## src/rtl/ndro_bank.sv

```systemverilog
// N-channel cycle-based NDRO/DRO storage bank with hold-window checks and startup blanking.
// Optional macro NDRO_BANK_VIOL_COUNT_EN adds the 16-bit saturating viol_count output.
module ndro_bank #(
  parameter int N              = 4,
  parameter int MODE           = 0,
  parameter int HOLD_CYCLES    = 3,
  parameter int STARTUP_CYCLES = 2
) (
  input  logic         clk,
  input  logic         reset,
  input  logic [N-1:0] set,
  input  logic [N-1:0] clr,
  input  logic [N-1:0] rd,
  input  logic         viol_clr,
  output logic [N-1:0] out,
  output logic [N-1:0] state,
  output logic [N-1:0] viol_sc,
  output logic [N-1:0] viol_cr,
  output logic [N-1:0] coll
`ifdef NDRO_BANK_VIOL_COUNT_EN
  ,
  output logic [15:0]  viol_count
`endif
);

  localparam logic [7:0] HOLD    = 8'(HOLD_CYCLES);
  localparam logic [7:0] STARTUP = 8'(STARTUP_CYCLES);

  logic [N-1:0] set_q, clr_q, rd_q;
  logic [N-1:0] out_q, out_d, state_q, state_d;
  logic [N-1:0] viol_sc_q, viol_sc_d, viol_cr_q, viol_cr_d, coll_q, coll_d;
  logic [N-1:0] rd_armed_q, rd_armed_d;
  logic [7:0]   since_clr_q [N];
  logic [7:0]   since_clr_d [N];
  logic [7:0]   since_rd_q  [N];
  logic [7:0]   since_rd_d  [N];
  logic [7:0]   blank_q, blank_d;

  logic [N-1:0] set_p, clr_p, rd_p, hit_s, sc_ev, cr_ev, coll_ev;
  logic         active_s;

`ifdef NDRO_BANK_VIOL_COUNT_EN
  logic [15:0] viol_count_q, viol_count_d, count_base_s;
  logic [6:0]  viol_inc_s;
  logic [16:0] count_sum_s;
`endif

  always_comb begin
    set_p    = set ^ set_q;
    clr_p    = clr ^ clr_q;
    rd_p     = rd ^ rd_q;
    active_s = (blank_q == 8'd0);
    if (active_s) blank_d = 8'd0;
    else          blank_d = blank_q - 8'd1;

    out_d      = out_q;
    state_d    = state_q;
    rd_armed_d = rd_armed_q;
    hit_s      = {N{1'b0}};
    sc_ev      = {N{1'b0}};
    cr_ev      = {N{1'b0}};
    coll_ev    = {N{1'b0}};

    for (int i = 0; i < N; i++) begin
      since_clr_d[i] = since_clr_q[i];
      since_rd_d[i]  = since_rd_q[i];
      if (active_s) begin
        hit_s[i] = rd_p[i] & state_q[i];
        out_d[i] = out_q[i] ^ hit_s[i];

        // A DRO read clears the bit unless a same-cycle set wins
        if (set_p[i] & clr_p[i])          state_d[i] = state_q[i];
        else if (clr_p[i])                state_d[i] = 1'b0;
        else if (set_p[i])                state_d[i] = 1'b1;
        else if ((MODE == 1) && hit_s[i]) state_d[i] = 1'b0;
        else                              state_d[i] = state_q[i];

        coll_ev[i] = set_p[i] & clr_p[i];
        sc_ev[i]   = set_p[i] & ((since_clr_q[i] < HOLD) | clr_p[i]);
        cr_ev[i]   = clr_p[i] & ((rd_armed_q[i] & (since_rd_q[i] < HOLD)) | hit_s[i]);

        if (clr_p[i])                   since_clr_d[i] = 8'd0;
        else if (since_clr_q[i] < HOLD) since_clr_d[i] = since_clr_q[i] + 8'd1;
        else                            since_clr_d[i] = since_clr_q[i];

        if (rd_p[i]) begin
          since_rd_d[i] = 8'd0;
          rd_armed_d[i] = state_q[i];
        end else if (since_rd_q[i] < HOLD) begin
          since_rd_d[i] = since_rd_q[i] + 8'd1;
        end else begin
          since_rd_d[i] = since_rd_q[i];
        end
      end else begin
        hit_s[i] = 1'b0;
      end
    end

    // New violations override a same-edge viol_clr
    if (viol_clr) begin
      viol_sc_d = sc_ev;
      viol_cr_d = cr_ev;
    end else begin
      viol_sc_d = viol_sc_q | sc_ev;
      viol_cr_d = viol_cr_q | cr_ev;
    end
    coll_d = coll_q | coll_ev;

`ifdef NDRO_BANK_VIOL_COUNT_EN
    viol_inc_s = 7'd0;
    for (int i = 0; i < N; i++) begin
      viol_inc_s = viol_inc_s + 7'(sc_ev[i]) + 7'(cr_ev[i]);
    end
    if (viol_clr) count_base_s = 16'd0;
    else          count_base_s = viol_count_q;
    count_sum_s = {1'b0, count_base_s} + 17'(viol_inc_s);
    if (count_sum_s[16]) viol_count_d = 16'hFFFF;
    else                 viol_count_d = count_sum_s[15:0];
`endif
  end

  always_ff @(posedge clk) begin
    set_q <= set;
    clr_q <= clr;
    rd_q  <= rd;
    if (reset) begin
      out_q      <= {N{1'b0}};
      state_q    <= {N{1'b0}};
      viol_sc_q  <= {N{1'b0}};
      viol_cr_q  <= {N{1'b0}};
      coll_q     <= {N{1'b0}};
      rd_armed_q <= {N{1'b0}};
      blank_q    <= STARTUP;
      for (int i = 0; i < N; i++) begin
        since_clr_q[i] <= HOLD;
        since_rd_q[i]  <= HOLD;
      end
`ifdef NDRO_BANK_VIOL_COUNT_EN
      viol_count_q <= 16'd0;
`endif
    end else begin
      out_q      <= out_d;
      state_q    <= state_d;
      viol_sc_q  <= viol_sc_d;
      viol_cr_q  <= viol_cr_d;
      coll_q     <= coll_d;
      rd_armed_q <= rd_armed_d;
      blank_q    <= blank_d;
      for (int i = 0; i < N; i++) begin
        since_clr_q[i] <= since_clr_d[i];
        since_rd_q[i]  <= since_rd_d[i];
      end
`ifdef NDRO_BANK_VIOL_COUNT_EN
      viol_count_q <= viol_count_d;
`endif
    end
  end

  assign out     = out_q;
  assign state   = state_q;
  assign viol_sc = viol_sc_q;
  assign viol_cr = viol_cr_q;
  assign coll    = coll_q;
`ifdef NDRO_BANK_VIOL_COUNT_EN
  assign viol_count = viol_count_q;
`endif

endmodule
```

## config.mk

```make
export PLATFORM = sky130hd
export DESIGN_NAME = ndro_bank
export DESIGN_NICKNAME = d
export VERILOG_FILES = /design/src/rtl/ndro_bank.sv
export SDC_FILE = /design/constraint.sdc
export NUM_CORES = 1
export LEC_CHECK = 0
export CAP_MARGIN = 20
export CORE_MARGIN = 10
export CORE_UTILIZATION = 46
export DETAILED_ROUTE_END_ITERATION = 12
export PLACE_DENSITY = 0.66
export SYNTH_ARGS = -nofsm -noshare
export SYNTH_HDL_FRONTEND = slang
export SYNTH_SLANG_ARGS = --single-unit
```

## constraint.sdc

```tcl
create_clock -name clk -period 3.7 [get_ports clk]
set_input_delay 0.74 -clock clk [delete_from_list [all_inputs] [get_ports clk]]
set_output_delay 0.74 -clock clk [all_outputs]
set_load 0.01 [all_outputs]
```

==> impl_metrics.py, run 1 <==
metrics = {
    "run_status": {
        "status": "finished clean",
    },
    "setup_path": {
        "crit_chain": "nor4_4 -> nand2_2 -> nor2_1 -> a32o_1",
        "critPathCaptureType": "register",
        "reg2regPathDepth": 4,
        "rr_startpoint": "blank_q[5]$_SDFF_PP0_",
        "crit_path_max_incr_delay_ns": 0.66,
        "crit_required_ns": 3.99,
        "critPathLaunch": "blank_q[5]$_SDFF_PP0_",
        "cp-start-kind": "register",
        "worstSetupPathType": "register to register",
        "worstPathMaxFanout": 19,
        "arrival_ns": 2.72,
        "cpMaxStageDelayCell": "nor4_4",
    },
    "logic_synthesis": {
        "ys_async_sr_fraction": 0,
        "synth_cells": 372,
        "ys_types": 41,
        "avgSynthCellArea_um2": 10.56,
        "synth_top_cell_by_area": "dfxtp_1",
        "synth_top_area_share": 0.5503,
        "ys_warn_count": 0,
        "yosysMostFrequentCell": "dfxtp_1",
        "syn-cell-area_um2": 3929,
        "synth_top_flop_cell": "dfxtp_1",
        "synth.yosys.seq_area_share": 0.5503,
        "synth.net_count": 401,
        "synth-edff-count": 0,
        "synthTopCellsByCount": "108 x dfxtp_1, 42 x and2_1, 24 x nor2_1",
        "ys_ff_latch": 108,
        "synth_area_leaders": "dfxtp_1 55%, and2_1 6.7%, ha_1 4.5%",
    },
    "power": {
        "p_switching_mw": 1.012,
        "power_density_nw_per_um2": 669.3,
        "comb_power_share": 0.291,
        "leakage_nw": 1.796,
        "max-vdd-ir-drop_v": 0.0003034,
        "seqPwrFrac": 0.458,
        "switching_share": 0.3305,
        "power_frac_clock": 0.252,
        "p_int_mw": 2.049,
    },
    "timing": {
        "setup_slack_ns": 1.270,
        "skew_ns": 0.01254,
        "tns_ns": 0,
        "slew_violations": 0,
        "hold_viol_final": 0,
        "maxSlewHeadroom": 0.4754,
        "fmaxAchievable_mhz": 411.5,
        "fin_worst_hold_slack_ns": 0.4657,
        "final-setup-viol-count": 0,
        "period_share": 0.6568,
        "rsz0062_at_grt": "false",
        "tightestPinTransition_ns": 0.7840,
        "layout_min_cycle_time_ns": 2.430,
    },
    "die": {
        "row_count": 33,
        "start_util": 0.4758,
        "fp.dieW_um": 112.4,
        "core_area_um2": 8258,
        "die_y_um": 112.4,
        "fp.dieArea_um2": 12640,
        "io_pins": 35,
    },
    "cts": {
        "cts_buffer_depth": 2,
        "cts_root_buf": "clkbuf_8",
        "ctsResizeCount": 0,
        "cts_hold_repair.buffers": 0,
        "cts_setup_buffers": 0,
        "cts_buffers": 9,
        "clk-insertion-delay-late_ns": 0.36,
        "path_clk_slew_ns": 0.09,
        "numClockSinks": 108,
        "htree_num_levels": 3,
        "cts_tree": "built",
    },
    "detailed_routing": {
        "firstDrtPassIters": 4,
        "wl_per_cell_um": 14.75,
        "vias_per_cell": 5.246,
        "wl_um": 7612,
        "postRouteAntennaNets": 0,
        "vias": 2707,
        "drtIter0Drc": 94,
        "drc": 0,
    },
    "placement": {
        "place_ws_ns": 1.127,
        "dp_hpwl_um": 5222,
        "place_congestion": 0.8153,
        "dpl_cell_area_um2": 4362,
        "io_buffers": 34,
    },
    "grt": {
        "grt_usage": 0.1237,
        "grt-ovfl-total": 0,
        "grt_pass1_vias": 2695,
        "grt_pass1_wl_um": 13190,
        "grt_antenna_before_repair": 0,
        "grt_max_degree": 34,
    },
    "worst_hold_path": {
        "hold_class": "register to register",
        "hp-start": "since_clr_q[3][7]$_SDFFE_PP0P_",
        "holdPathStages": 1,
    },
    "final_layout": {
        "drive_gt1_frac": 0.06083,
        "n_antenna_cell": 0,
        "fin_nets": 437,
        "area_growth_pct": 16.40,
        "final_area_um2": 4573,
    },
    "run": {
        "drv_cap": 0,
    },
}
## power by group through the flow
stage | clock network [mW] | registers, mW | logic (mW)
3_3_place_gp | 0 | 1.42 | 0.871
6_report | 0.770 | 1.40 | 0.890
5_1_grt | 0.833 | 1.42 | 1.00
4_1_cts | 0.794 | 1.40 | 0.896
3_5_place_dp | 0 | 1.43 | 0.888
2_1_floorplan | 0 | 1.41 | 0.641
## per-layer routing
metal  vias to the layer above  part of all wire  wire length, um  GRT usage
li1                       1393                 -                -          -
met1                      1271              0.49             3697     0.1611
met2                        36              0.46             3495     0.1893
met3                         7             0.048              364    0.04420
met4                         0            0.0072               55    0.03384
met5                         -                 0                0          0
## flip-flops by register name, indices dropped and copies added, names as in the netlist
| signal | count |
|---|---|
| blank_q | 8 |
| out | 4 |
| rd_q | 4 |
| coll | 4 |
| viol_sc | 4 |
| viol_cr | 4 |
| clr_q | 4 |
| since_rd_q | 32 |
| rd_armed_q | 4 |
| state | 4 |
| set_q | 4 |
| since_clr_q | 32 |
## critical path: cells and delay by family (launching register included)
family / cells / cell delay [ns]
AND/OR/NAND/NOR: 3 / 1.74
AO/OA/AOI/OAI: 1 / 0.27
flip-flops: 1 / 0.35
## cell type report
cell class,count,area [um^2]
sequential,108,2162
inverter,7,26.28
tap,105,131.4
multi-input combinational,243,1669
fill,741,3685
clock inverter,4,73.82
clock buffer,10,137.6
timing repair buffer,39,372.9
## per-stage QoR
stage	utilization	power (mW)	cells
4_1_cts	0.5538	3.090	516
3_5_place_dp	0.5282	2.313	502
6_report	0.5538	3.061	516
3_3_place_gp	0.5282	2.290	502
5_1_grt	0.5538	3.256	516
2_1_floorplan	-	2.053	372
## cells by family after synthesis
| kind of cell | count (synthesis) | share of synthesized area |
|---|---|---|
| and+or+nand+nor | 147 | 0.2111 |
| buffers and inverters | 21 | 0.02484 |
| DFF | 108 | 0.5503 |
| AOI/OAI and AO/OA | 55 | 0.1057 |
| adders and majority gates | 14 | 0.04459 |
| xor gates and xnor gates | 19 | 0.04236 |
| muxes | 8 | 0.02102 |
## layout by cell type, fill, tap and decap left out, drive strengths merged, types with 4 or more instances in the layout
| master | synthesis | routed |
|---|---|---|
| a211o | 8 | 8 |
| a21oi | 15 | 15 |
| a221o | 8 | 8 |
| a32o | 8 | 8 |
| and2 | 42 | 42 |
| and3b | 6 | 6 |
| buf | 7 | 6 |
| clkbuf | 7 | 10 |
| clkdlybuf4s50 | 0 | 33 |
| dfxtp | 108 | 108 |
| ha | 14 | 14 |
| inv | 7 | 8 |
| mux2i | 6 | 6 |
| nand2 | 15 | 15 |
| nand3 | 9 | 9 |
| nand4 | 4 | 4 |
| nor2 | 24 | 24 |
| nor3 | 21 | 21 |
| nor3b | 4 | 4 |
| nor4 | 15 | 15 |
| o21ai | 5 | 5 |
| xnor2 | 4 | 4 |
| xor2 | 15 | 15 |
## worst paths after layout
path	end	slack, ns
setup / recovery	viol_cr[2]$_SDFF_PP0_	1.27
hold / removal	since_clr_q[3][7]$_SDFFE_PP0P_	0.47
setup reg to reg	viol_cr[2]$_SDFF_PP0_	1.27
hold reg to reg	since_clr_q[3][7]$_SDFFE_PP0P_	0.47
Power figures use the tool's default switching activity.
==> run 2, diff against run 1 <==
==> constraint.sdc (replaced) <==
create_clock -name clk -period 2.4 [get_ports clk]
set_input_delay 0.48 -clock clk [delete_from_list [all_inputs] [get_ports clk]]
set_output_delay 0.48 -clock clk [all_outputs]
set_load 0.01 [all_outputs]
==> impl_metrics.py, run 2 (synthesis gave the netlist of run 1 again) <==
metrics = {
    "detailed_routing": {
        "vias": 2758,
        "wl_per_cell_um": 14.64,
        "firstDrtPassIters": 4,
        "postRouteAntennaNets": 0,
        "wl_um": 7684,
        "drc": 0,
        "vias_per_cell": 5.253,
        "drtIter0Drc": 129,
    },
    "final_layout": {
        "fin_nets": 444,
        "reg_top3": "since_clr_q: 32 flops, since_rd_q: 32 flops, blank_q: 8 flops",
        "area_growth_pct": 19.27,
        "layout_common_cells": "108 x dfxtp_1, 42 x and2_1, 33 x clkdlybuf4s50_1",
        "n_antenna_cell": 0,
        "final_common_cell": "dfxtp_1",
        "drive_gt1_frac": 0.08095,
    },
    "placement": {
        "dp_hpwl_um": 5523,
        "io_buffers": 34,
        "place_congestion": 0.7610,
    },
    "cts": {
        "cts_tree": "built",
        "htree_num_levels": 3,
        "cts_buffer_depth": 2,
        "path_clk_slew_ns": 0.10,
        "cts_buffers": 9,
        "numClockSinks": 108,
        "ctsResizeCount": 0,
        "cts_root_buf": "clkbuf_8",
        "clk-insertion-delay-late_ns": 0.36,
        "cts_setup_buffers": 0,
        "cts_hold_repair.buffers": 0,
    },
    "setup_path": {
        "worstSetupPathType": "register to register",
        "crit_buf_inv": 2,
        "arrival_ns": 2.34,
        "rr_startpoint": "blank_q[0]$_SDFF_PP0_",
        "crit_chain": "inv_1 -> ha_1 -> nor3b_2 -> and2_1 -> buf_12 -> o21ai_1 -> a221o_1",
        "critPathCaptureType": "register",
        "crit_path_max_incr_delay_ns": 0.38,
        "reg2regPathDepth": 7,
        "cpMaxStageDelayCell": "and2_1",
        "reg2reg_slack_ns": 0.31,
        "worstPathMaxFanout": 19,
        "crit_required_ns": 2.65,
        "cp-start-kind": "register",
        "r2r-end": "since_rd_q[0][1]$_SDFFE_PP1P_",
        "critPathTopFamily": "simple AND/OR/NAND/NOR gates",
    },
    "grt": {
        "grt_pass1_wl_um": 13500,
        "top_usage_layer": "met2",
        "grt_usage": 0.1271,
        "grt-ovfl-total": 0,
        "grt_max_degree": 23,
        "grt_antenna_before_repair": 0,
        "use_met2": 0.2059,
        "grt_pass1_vias": 2859,
        "use_met3": 0.04420,
        "use_met1": 0.1577,
    },
    "power": {
        "leakage_nw": 1.853,
        "max-vdd-ir-drop_v": 0.0005242,
        "power_density_nw_per_um2": 1049,
    },
    "die": {
        "io_pins": 35,
        "start_util": 0.4758,
        "fp.dieArea_um2": 12640,
        "core_area_um2": 8258,
        "die_y_um": 112.4,
        "row_count": 33,
        "fp.dieW_um": 112.4,
    },
    "worst_hold_path": {
        "hold_class": "register to register",
        "hp-start": "since_clr_q[3][7]$_SDFFE_PP0P_",
        "holdPathEnd": "since_clr_q[3][7]$_SDFFE_PP0P_",
        "holdPathStages": 1,
    },
    "timing": {
        "maxSlewHeadroom": 0.5775,
        "rsz0062_at_grt": "false",
        "layout_min_cycle_time_ns": 2.090,
        "tns_ns": 0,
        "period_share": 0.8710,
        "tightestPinTransition_ns": 0.6314,
        "fmaxAchievable_mhz": 478.4,
        "final-setup-viol-count": 0,
        "slew_violations": 0,
        "fin_worst_hold_slack_ns": 0.4656,
        "skew_ns": 0.01213,
        "hold_viol_final": 0,
    },
    "run": {
        "drv_cap": 0,
    },
    "run_status": {
        "status": "finished clean",
    },
}
==> run 2: layout make-up <==
type	instances	area, um^2
clock inverter	5	107.6
clock buffer	11	151.4
inverter	7	26.28
sequential	108	2162
tap	105	131.4
multi-input combinational	243	1669
timing repair buffer	46	437.9
fill	731	3572
==> run 2: power breakdown <==
| group | leakage, nW | switching, mW | total [mW] | internal (mW) |
|---|---|---|---|---|
| sequential | 0.878 | 0.174 | 2.16 | 1.99 |
| combinational | 0.846 | 0.805 | 1.41 | 0.607 |
| clock | 0.130 | 0.590 | 1.34 | 0.754 |
| total | 1.85 | 1.57 | 4.92 | 3.35 |
==> run 2: worst max path at each step <==
stage,from,end,slack [ns],cells past startpoint
after floorplan,blank_q[0]$_SDFF_PP0_,coll[3]$_SDFF_PP0_,0.73,9
after global placement,rd[1],since_rd_q[1][1]$_SDFFE_PP1P_,0.29,5
after detailed placement,set[1],state[1]$_SDFFE_PP0P_,0.31,6
after CTS,blank_q[0]$_SDFF_PP0_,viol_cr[2]$_SDFF_PP0_,0.29,6
after global routing,blank_q[0]$_SDFF_PP0_,viol_cr[2]$_SDFF_PP0_,0.15,6
final,blank_q[0]$_SDFF_PP0_,since_rd_q[0][1]$_SDFFE_PP1P_,0.31,7
==> run 2: worst register-to-register path: cells and delay by family (launching register included) <==
kind	cells	cell delay (ns)
buf+inv	2	0.29
simple gates	2	0.67
fa+ha+maj	1	0.18
flops	1	0.35
compound gates	2	0.49
==> run 2: metal layers <==
metal / wire length [um] / share of wire
met1: 3763 / 0.49
met2: 3533 / 0.46
met3: 351 / 0.046
met4: 35 / 0.0046
met5: 0 / 0
==> run 2: metrics by stage <==
stage | setup slack [ns] | utilization | power, mW | std cells | instance area [um^2]
after floorplan | 0.7342 | - | 3.165 | 372 | 3929
after detailed placement | 0.3089 | 0.5361 | 3.622 | 509 | 4427
final | 0.3096 | 0.5674 | 4.916 | 525 | 4686
after global placement | 0.2856 | 0.5361 | 3.599 | 509 | 4427
after global routing | 0.1524 | 0.5674 | 5.244 | 525 | 4686
after CTS | 0.2864 | 0.5674 | 4.980 | 525 | 4686
==> run 3, diff against run 2 <==
==> constraint.sdc (replaced) <==
create_clock -name clk -period 2.7 [get_ports clk]
set_input_delay 0.54 -clock clk [delete_from_list [all_inputs] [get_ports clk]]
set_output_delay 0.54 -clock clk [all_outputs]
set_load 0.01 [all_outputs]
==> impl_metrics.py, run 3 (synthesis gave the netlist of run 1 again) <==
metrics = {
    "worst_hold_path": {
        "hold_class": "register to register",
        "holdPathEnd": "since_rd_q[3][3]$_SDFFE_PP0P_",
        "hp-start": "since_rd_q[3][3]$_SDFFE_PP0P_",
        "holdPathStages": 1,
    },
    "run_status": {
        "status": "finished clean",
    },
    "die": {
        "row_count": 33,
        "fp.dieW_um": 112.4,
        "fp.dieArea_um2": 12640,
        "core_area_um2": 8258,
        "die_y_um": 112.4,
        "io_pins": 35,
        "start_util": 0.4758,
    },
    "cts": {
        "path_clk_slew_ns": 0.09,
        "cts_root_buf": "clkbuf_8",
        "cts_hold_repair.buffers": 0,
        "cts_tree": "built",
        "ctsResizeCount": 0,
        "cts_buffers": 9,
        "clk-insertion-delay-late_ns": 0.36,
        "numClockSinks": 108,
        "cts_buffer_depth": 2,
        "cts_setup_buffers": 0,
        "htree_num_levels": 3,
    },
    "final_layout": {
        "final_common_cell": "dfxtp_1",
        "drive_gt1_frac": 0.07857,
        "final_cells": 525,
        "final_area_um2": 4599,
        "n_antenna_cell": 0,
        "layout_common_cells": "108 x dfxtp_1, 42 x and2_1, 33 x clkdlybuf4s50_1",
        "fin_nets": 445,
        "utilization": 0.5570,
        "reg_top3": "since_clr_q: 32 flops, since_rd_q: 32 flops, blank_q: 8 flops",
        "fillers": 776,
        "area_growth_pct": 17.07,
    },
    "detailed_routing": {
        "drc": 0,
        "drtIter0Drc": 113,
        "vias_per_cell": 5.358,
        "wl_um": 7766,
        "firstDrtPassIters": 4,
        "wl_per_cell_um": 14.79,
        "vias": 2813,
        "postRouteAntennaNets": 0,
    },
    "timing": {
        "tightestPinTransition_ns": 0.6478,
        "hold_viol_final": 0,
        "rsz0062_at_grt": "false",
        "setup_slack_ns": 0.5554,
        "maxSlewHeadroom": 0.5666,
        "fin_worst_hold_slack_ns": 0.4644,
        "tns_ns": 0,
        "skew_ns": 0.008962,
        "final-setup-viol-count": 0,
        "layout_min_cycle_time_ns": 2.145,
        "fmaxAchievable_mhz": 466.3,
        "slew_violations": 0,
        "period_share": 0.7943,
    },
    "setup_path": {
        "worstPathMaxFanout": 19,
        "r2r-end": "since_rd_q[3][1]$_SDFFE_PP1P_",
        "rr_startpoint": "blank_q[0]$_SDFF_PP0_",
        "crit_path_max_incr_delay_ns": 0.42,
        "reg2regPathDepth": 7,
        "reg2reg_slack_ns": 0.56,
        "crit_required_ns": 2.96,
        "crit_buf_inv": 2,
        "critPathTopFamily": "simple AND/OR/NAND/NOR gates",
        "worstSetupPathType": "register to register",
        "critPathCaptureType": "register",
        "crit_chain": "inv_1 -> ha_1 -> nor3b_2 -> and2_1 -> buf_4 -> o21ai_1 -> a221o_1",
        "arrival_ns": 2.40,
        "cp-start-kind": "register",
        "cpMaxStageDelayCell": "nor3b_2",
    },
    "grt": {
        "grt-ovfl-total": 0,
        "grt_pass1_wl_um": 12970,
        "grt_usage": 0.1228,
        "grt_pass1_vias": 2733,
        "grt_max_degree": 29,
        "grt_antenna_before_repair": 0,
    },
    "placement": {
        "io_buffers": 34,
        "place_ws_ns": 0.5119,
        "dpl_cell_area_um2": 4422,
        "dp_cells": 510,
        "dp_hpwl_um": 5523,
        "place_congestion": 0.7083,
    },
    "power": {
        "switching_share": 0.3416,
        "leakage_nw": 1.807,
        "p_switching_mw": 1.403,
        "p_int_mw": 2.704,
        "power_mw": 4.107,
        "comb_power_share": 0.315,
        "seqPwrFrac": 0.468,
        "max-vdd-ir-drop_v": 0.0003511,
        "power_density_nw_per_um2": 892.9,
        "power_frac_clock": 0.218,
    },
    "run": {
        "drv_cap": 0,
    },
}
## run 3: power groups by stage
stage	combinational, mW	sequential, mW	clock (mW)
CTS	1.30	1.92	0.925
finish	1.29	1.92	0.894
global placement	1.26	1.95	0
floorplan	0.878	1.94	0
global route	1.44	1.95	0.988
detailed placement	1.29	1.95	0
## run 3: layout make-up
cell class,instances,area (um^2),share of cell area
Sequential cell,108,2162,0.4701
Multi-Input combinational cell,243,1669,0.3629
Timing Repair Buffer,47,432.9,0.09412
Clock buffer,12,155.1,0.03373
Tap cell,105,131.4,0.02856
Inverter,7,26.28,0.005713
Clock inverter,3,22.52,0.004897
## run 3: worst max path at each step
stage	end	cells past startpoint	slack, ns	from
after floorplan	state[0]$_SDFFE_PP0P_	5	1.02	clr[0]
after global placement	state[3]$_SDFFE_PP0P_	7	0.56	clr[3]
after detailed placement	since_rd_q[1][1]$_SDFFE_PP1P_	5	0.51	rd[1]
after CTS	viol_cr[0]$_SDFF_PP0_	8	0.51	blank_q[0]$_SDFF_PP0_
after global routing	viol_cr[0]$_SDFF_PP0_	8	0.39	blank_q[0]$_SDFF_PP0_
final	since_rd_q[3][1]$_SDFFE_PP1P_	7	0.56	blank_q[0]$_SDFF_PP0_
## run 3: metal layers
metal,track usage,vias to the layer above,share of wire
li1,-,1417,-
met1,0.1645,1343,0.51
met2,0.1823,41,0.44
met3,0.02875,12,0.038
met4,0.05753,0,0.018
met5,0,-,0
## run 3: worst reg2reg max path: cells and delay by family (launching register included)
kind	cells	cell delay, ns
simple gates	2	0.64
compound gates	2	0.52
buf+inv	2	0.36
flops	1	0.35
fa+ha+maj	1	0.19
